$ cat config.mk
export PLATFORM = sky130hd
export DESIGN_NAME = alu_exec_unit
export DESIGN_NICKNAME = d
export VERILOG_FILES = /design/src/rtl/alu_exec_pkg.sv /design/src/rtl/alu_comb.sv /design/src/rtl/alu_exec_unit.sv
export SDC_FILE = /design/constraint.sdc
export NUM_CORES = 1
export LEC_CHECK = 0
export CAP_MARGIN = 20
export CORE_MARGIN = 1.5
export CORE_UTILIZATION = 55
export CTS_CLUSTER_DIAMETER = 40
export DETAILED_ROUTE_END_ITERATION = 16
export HOLD_SLACK_MARGIN = 0.06
export PLACE_DENSITY = 0.82
export SLEW_MARGIN = 25
export SYNTH_ARGS = -nofsm -noshare
export SYNTH_HDL_FRONTEND = slang
export SYNTH_SLANG_ARGS = --single-unit
$ cat constraint.sdc
create_clock -name clk -period 3.4 [get_ports clk]
set_clock_uncertainty 0.15 [all_clocks]
set_input_delay 0.68 -clock clk [delete_from_list [all_inputs] [get_ports clk]]
set_output_delay 0.68 -clock clk [all_outputs]
set_load 0.1 [all_outputs]
$ cat src/rtl/alu_exec_pkg.sv
// alu_exec_pkg: definitions shared by the ALU execution unit and its
// combinational datapath.
//   ALU_WIDTH   - default datapath width
//   alu_op_e    - operation select encodings
//   alu_state_e - controller state encodings
//   rot_amount  - rotate distance from the low operand bits
package alu_exec_pkg;

  localparam int unsigned ALU_WIDTH = 6;

  typedef enum logic [1:0] {
    OP_XAO = 2'b00,
    OP_ROR = 2'b01,
    OP_ADD = 2'b10,
    OP_SUB = 2'b11
  } alu_op_e;

  typedef enum logic [1:0] {
    IDLE   = 2'b00,
    EXEC   = 2'b01,
    ROTATE = 2'b10,
    DONE   = 2'b11
  } alu_state_e;

  // Rotate distance is b[2:0] reduced modulo the datapath width, so a
  // distance equal to the width collapses to zero and skips rotation.
  function automatic logic [2:0] rot_amount(input logic [2:0] b_lo,
                                            input int unsigned width);
    return 3'(int'(b_lo) % width);
  endfunction

endpackage

$ cat src/rtl/alu_comb.sv
// alu_comb: purely combinational result and flag generation.
// Ports:
//   i_a, i_b   - latched operands
//   i_op       - latched operation
//   i_rot_val  - finished rotate value, passed through when i_op is OP_ROR
//   o_result   - operation result
//   o_cf       - carry (ADD) / borrow (SUB), 0 otherwise
//   o_sf, o_zf, o_gt - sign, zero and non-zero flags of o_result
module alu_comb
  import alu_exec_pkg::*;
#(
  parameter int WIDTH = ALU_WIDTH
) (
  input  logic [WIDTH-1:0] i_a,
  input  logic [WIDTH-1:0] i_b,
  input  alu_op_e          i_op,
  input  logic [WIDTH-1:0] i_rot_val,
  output logic [WIDTH-1:0] o_result,
  output logic             o_cf,
  output logic             o_sf,
  output logic             o_zf,
  output logic             o_gt
);

  logic [WIDTH:0] w_sum;
  logic [WIDTH:0] w_diff;

  assign w_sum  = {1'b0, i_a} + {1'b0, i_b};
  // With a zero-extended subtraction the extra MSB is set exactly when a < b.
  assign w_diff = {1'b0, i_a} - {1'b0, i_b};

  always_comb begin
    o_result = '0;
    o_cf     = 1'b0;
    case (i_op)
      OP_XAO:  o_result = (~(i_a ^ i_b)) | (i_a & i_b);
      OP_ROR:  o_result = i_rot_val;
      OP_ADD:  {o_cf, o_result} = w_sum;
      OP_SUB:  {o_cf, o_result} = w_diff;
      default: ;
    endcase
  end

  assign o_zf = (o_result == '0);
  assign o_sf = o_result[WIDTH-1];
  assign o_gt = (o_result != '0);

endmodule

$ cat src/rtl/alu_exec_unit.sv
// alu_exec_unit: multi-cycle ALU with a start/busy/valid handshake.
// Ports:
//   clk    - clock, rising edge
//   reset  - asynchronous active-low reset
//   start  - execute request, sampled only while idle
//   a, b   - operands, op - operation select
//   result - registered result, held until the next completion
//   gt_zero_flag, SF, CF, ZF - registered flags of result
//   busy   - high whenever not idle
//   valid  - one-cycle pulse when result/flags are updated
module alu_exec_unit
  import alu_exec_pkg::*;
#(
  parameter int WIDTH = ALU_WIDTH
) (
  input  logic             clk,
  input  logic             reset,
  input  logic             start,
  input  logic [WIDTH-1:0] a,
  input  logic [WIDTH-1:0] b,
  input  logic [1:0]       op,
  output logic [WIDTH-1:0] result,
  output logic             gt_zero_flag,
  output logic             SF,
  output logic             CF,
  output logic             ZF,
  output logic             busy,
  output logic             valid
);

  alu_state_e       r_state;
  alu_state_e       w_state_next;
  logic [WIDTH-1:0] r_a;
  logic [WIDTH-1:0] r_b;
  alu_op_e          r_op;
  logic [2:0]       r_cnt;
  logic [WIDTH-1:0] r_work;
  logic [WIDTH-1:0] r_result;
  logic             r_cf;
  logic             r_sf;
  logic             r_zf;
  logic             r_gt;

  logic [2:0]       w_rot_n;
  logic [WIDTH-1:0] w_rot_step;
  logic [WIDTH-1:0] w_rot_val;
  logic             w_load_result;
  logic [WIDTH-1:0] w_res;
  logic             w_cf;
  logic             w_sf;
  logic             w_zf;
  logic             w_gt;

  assign w_rot_n    = rot_amount(r_b[2:0], WIDTH);
  assign w_rot_step = {r_work[0], r_work[WIDTH-1:1]};
  // A zero-distance rotate finishes in EXEC with the unrotated operand;
  // otherwise the value is captured on the last ROTATE step.
  assign w_rot_val  = (r_state == ROTATE) ? w_rot_step : r_a;
  // DONE is only ever entered from EXEC or ROTATE, and that is the one edge
  // where the visible result changes.
  assign w_load_result = (w_state_next == DONE);

  alu_comb #(.WIDTH(WIDTH)) u_comb (
    .i_a       (r_a),
    .i_b       (r_b),
    .i_op      (r_op),
    .i_rot_val (w_rot_val),
    .o_result  (w_res),
    .o_cf      (w_cf),
    .o_sf      (w_sf),
    .o_zf      (w_zf),
    .o_gt      (w_gt)
  );

  // State register
  always_ff @(posedge clk or negedge reset) begin
    if (!reset) begin
      r_state <= IDLE;
    end else begin
      r_state <= w_state_next;
    end
  end

  // Next-state logic
  always_comb begin
    w_state_next = r_state;
    case (r_state)
      IDLE: begin
        if (start) begin
          w_state_next = EXEC;
        end
      end
      EXEC: begin
        if ((r_op == OP_ROR) && (w_rot_n != 3'd0)) begin
          w_state_next = ROTATE;
        end else begin
          w_state_next = DONE;
        end
      end
      ROTATE: begin
        // The counter reaches zero with this step.
        if (r_cnt <= 3'd1) begin
          w_state_next = DONE;
        end
      end
      DONE: begin
        w_state_next = IDLE;
      end
      default: w_state_next = IDLE;
    endcase
  end

  // Operand latch and rotate working register / counter
  always_ff @(posedge clk or negedge reset) begin
    if (!reset) begin
      r_a    <= '0;
      r_b    <= '0;
      r_op   <= OP_XAO;
      r_cnt  <= '0;
      r_work <= '0;
    end else begin
      case (r_state)
        IDLE: begin
          if (start) begin
            r_a  <= a;
            r_b  <= b;
            r_op <= alu_op_e'(op);
          end
        end
        EXEC: begin
          r_work <= r_a;
          r_cnt  <= (r_op == OP_ROR) ? w_rot_n : 3'd0;
        end
        ROTATE: begin
          r_work <= w_rot_step;
          r_cnt  <= r_cnt - 3'd1;
        end
        default: ;
      endcase
    end
  end

  // Visible result and flags
  always_ff @(posedge clk or negedge reset) begin
    if (!reset) begin
      r_result <= '0;
      r_cf     <= 1'b0;
      r_sf     <= 1'b0;
      r_zf     <= 1'b1;
      r_gt     <= 1'b0;
    end else if (w_load_result) begin
      r_result <= w_res;
      r_cf     <= w_cf;
      r_sf     <= w_sf;
      r_zf     <= w_zf;
      r_gt     <= w_gt;
    end
  end

  assign result       = r_result;
  assign CF           = r_cf;
  assign SF           = r_sf;
  assign ZF           = r_zf;
  assign gt_zero_flag = r_gt;
  assign busy         = (r_state != IDLE);
  assign valid        = (r_state == DONE);

endmodule

==> impl_metrics.tcl <==
set metrics [dict create \
    grt_pass1_vias 1626 \
    finalHoldViolCount 0 \
    critPathCaptureType "flop" \
    synth_most_common_cell "dfrtp_1" \
    synth_top_area_cell "dfrtp_1" \
    syn_inst 225 \
    yosysWarnings 0 \
    yosys_most_used_dff "dfrtp_1" \
    dieWidth_um 67.2 \
    synth_area_sq_um 2270 \
    fin_area_sq_um 2620 \
    cts.sinks 34 \
    post-route-period-util 0.810 \
    worst-path-max-fanout 13 \
    hold_start "result[0]$_DFFE_PN0N_" \
    hold_class "reg2reg" \
    clock.fmax_mhz 363 \
    status "completed" \
    instances_no_fill 302 \
    synth_top_area_frac 0.364 \
    drv_slew 0 \
    grt_max_degree 35 \
    firstDrtPassIters 4 \
    yosysUniqueCellTypes 54 \
    fp.dieH_um 67.2 \
    grt_util_met2 0.365 \
    critPathArrivalTime_ns 2.75 \
    antenna_found_initial 0 \
    maxCapViolCount 0 \
    start_util 0.571 \
    drive_gt1_frac 0.198 \
    reg2reg_from "r_state[0]$_DFF_PN0_" \
    ant_nets 0 \
    place_area_sq_um 2540 \
    grt_pass1_wl_um 7600 \
    worst-path-buf-inv 1 \
    rr_endpoint "gt_zero_flag$_DFFE_PN0N_" \
    r2r.worst_path.cells 8 \
    place_inst 294 \
    yosysSeqAreaShare 0.376 \
    core_area_sq_um 3970 \
    async_flop_share 1.00 \
    area_delta_synth_final_pct 15.6 \
    cts_tree "built" \
    fin_util 0.660 \
    relSlewSlack 0.564 \
    cpLargestDelayFamily "multiplexers" \
    drc_errors 0 \
    grt-ovfl-total 0 \
    tightest_slew_ns 0.654 \
    postCtsHoldBufs 0 \
    path_class "reg2reg" \
    fp.dieArea_sq_um 4520 \
    num_rows 23 \
    crit_path_top_delay_cell "ha_1" \
    root_buffer "clkbuf_8" \
    fin_setup_tns_ns 0 \
    num_vias 1717 \
    ys_top_cells_by_area "dfrtp_1 36%, ha_1 10%, mux2_2 7.9%" \
    rsz0062_at_grt "false" \
    vias_per_cell 5.69 \
    holdPathEnd "result[0]$_DFFE_PN0N_" \
    detail_route.wl_per_cell_um 14.6 \
    cts_setup_buffers 0 \
    setup-violations-final 0 \
    cts_buffer_depth 2 \
    diodes 0 \
    ff2ff_setup_slack_ns 0.64 \
    portBuffers 28 \
    start_kind "flop" \
    met3_usage 0.0500 \
    crit_chain "inv_1 -> ha_1 -> mux2_4 -> mux4_2 -> o31ai_2 -> nand3_2 -> nor4_2 -> o21ai_0" \
    synth_common_cells "33 x dfrtp_1, 22 x nor2_1, 21 x inv_1" \
    gr-max-usage-layer "met2" \
    syn_avg_cell_area_sq_um 10.1 \
    cp.required_ns 3.39 \
    routed_wl_um 4410 \
    layout.nets 289 \
    numCtsBuffers 5 \
    period_needed_ns 2.76 \
    worstSkewPairLatency_ns 0.29 \
    syn-num-nets 263 \
    hpwlAfterDp_um 3360 \
    max_stage_delay_ns 0.56 \
    ys_seq_elements 34 \
    gp_congestion 0.904 \
    synth_edf_count 0 \
    n_fill_cell 337 \
    cts.clk_slew.worst_paths_ns 0.07 \
    htreeDepth 2 \
    use_met1 0.307 \
    cts_resized 0 \
    drt_iter0_markers 130 \
    track_usage 0.227 \
    ios 29 \
    min_path_cells 2 \
]
-- worst max path at each step --
stage                          from                       end  slack, ns  cells past startpoint
3_5_place_dp   r_state[0]$_DFF_PN0_  gt_zero_flag$_DFFE_PN0N_       0.65                      8
5_1_grt        r_state[0]$_DFF_PN0_  gt_zero_flag$_DFFE_PN0N_       0.52                      7
4_1_cts        r_state[0]$_DFF_PN0_  gt_zero_flag$_DFFE_PN0N_       0.65                      8
6_report       r_state[0]$_DFF_PN0_  gt_zero_flag$_DFFE_PN0N_       0.64                      8
2_1_floorplan    r_a[0]$_DFFE_PN0P_  gt_zero_flag$_DFFE_PN0N_       1.02                      9
3_3_place_gp   r_state[0]$_DFF_PN0_  gt_zero_flag$_DFFE_PN0N_       0.77                      8
-- routing by layer --
metal,vias up,wire length (um),share of wire
met1,810,1970,0.45
li1,842,-,-
met4,0,74,0.017
met5,-,0,0
met2,57,2090,0.47
met3,8,273,0.062
-- worst reg2reg max path, delay by kind of cell, from the launching register on --
family | cells | cell delay [ns]
mux | 2 | 0.82
fa+ha+maj | 1 | 0.56
flops | 1 | 0.43
compound gates | 2 | 0.24
simple gates | 2 | 0.28
buf+inv | 1 | 0.13
-- area by class of cell --
type                       count  area, sq um  share of cell area
inverter                      21         78.8              0.0301
multi-input combinational    158         1270               0.485
timing repair buffer          31          273               0.104
sequential                    34          852               0.325
clock inverter                 2         10.0             0.00382
tap                           50         62.6              0.0239
clock buffer                   6         72.6              0.0277
-- cells by family (layout without fill, tap and decap cells) --
group | count (synthesis) | in the layout | synth area share
flip-flops | 34 | 34 | 0.376
AO/OA/AOI/OAI | 50 | 50 | 0.159
AND/OR/NAND/NOR | 58 | 58 | 0.130
adder cells (fa/ha/maj) | 21 | 21 | 0.123
multiplexers | 26 | 26 | 0.137
buffers and inverters | 33 | 60 | 0.0635
XOR/XNOR | 3 | 3 | 0.0116
-- stage by stage --
| step | setup WS (ns) | hold WS [ns] |
|---|---|---|
| final | 0.644 | 0.330 |
| after global routing | 0.520 | 0.378 |
| after CTS | 0.645 | 0.342 |
| after detailed placement | 0.649 | 0.327 |
| after global placement | 0.768 | 0.319 |
| after floorplan | 1.02 | 0.234 |
-- sequential cells by signal, indices dropped and copies added (netlist names), 2 cells and up --
| signal | cells |
|---|---|
| r_work | 6 |
| r_a | 6 |
| r_state | 2 |
| r_cnt | 3 |
| r_op | 2 |
| r_b | 6 |
| result | 6 |
-- cells in the final DEF (no fill, tap or decap), drive strengths merged, types with 3 or more instances in the layout --
cell type and count:
dfrtp 33, nor2 22, inv 21, ha 19, mux2 17, a21oi 16, clkdlybuf4s50 16, buf 15
nand2 13, o21ai 11, mux2i 7, clkbuf 6, nand2b 5, xnor2 3, nor2b 3, o211ai 3
nor4 3
Power is left out: the tool's default activity adds up to more than one toggle a clock period on the data nets, which glitch-free logic cannot reach.
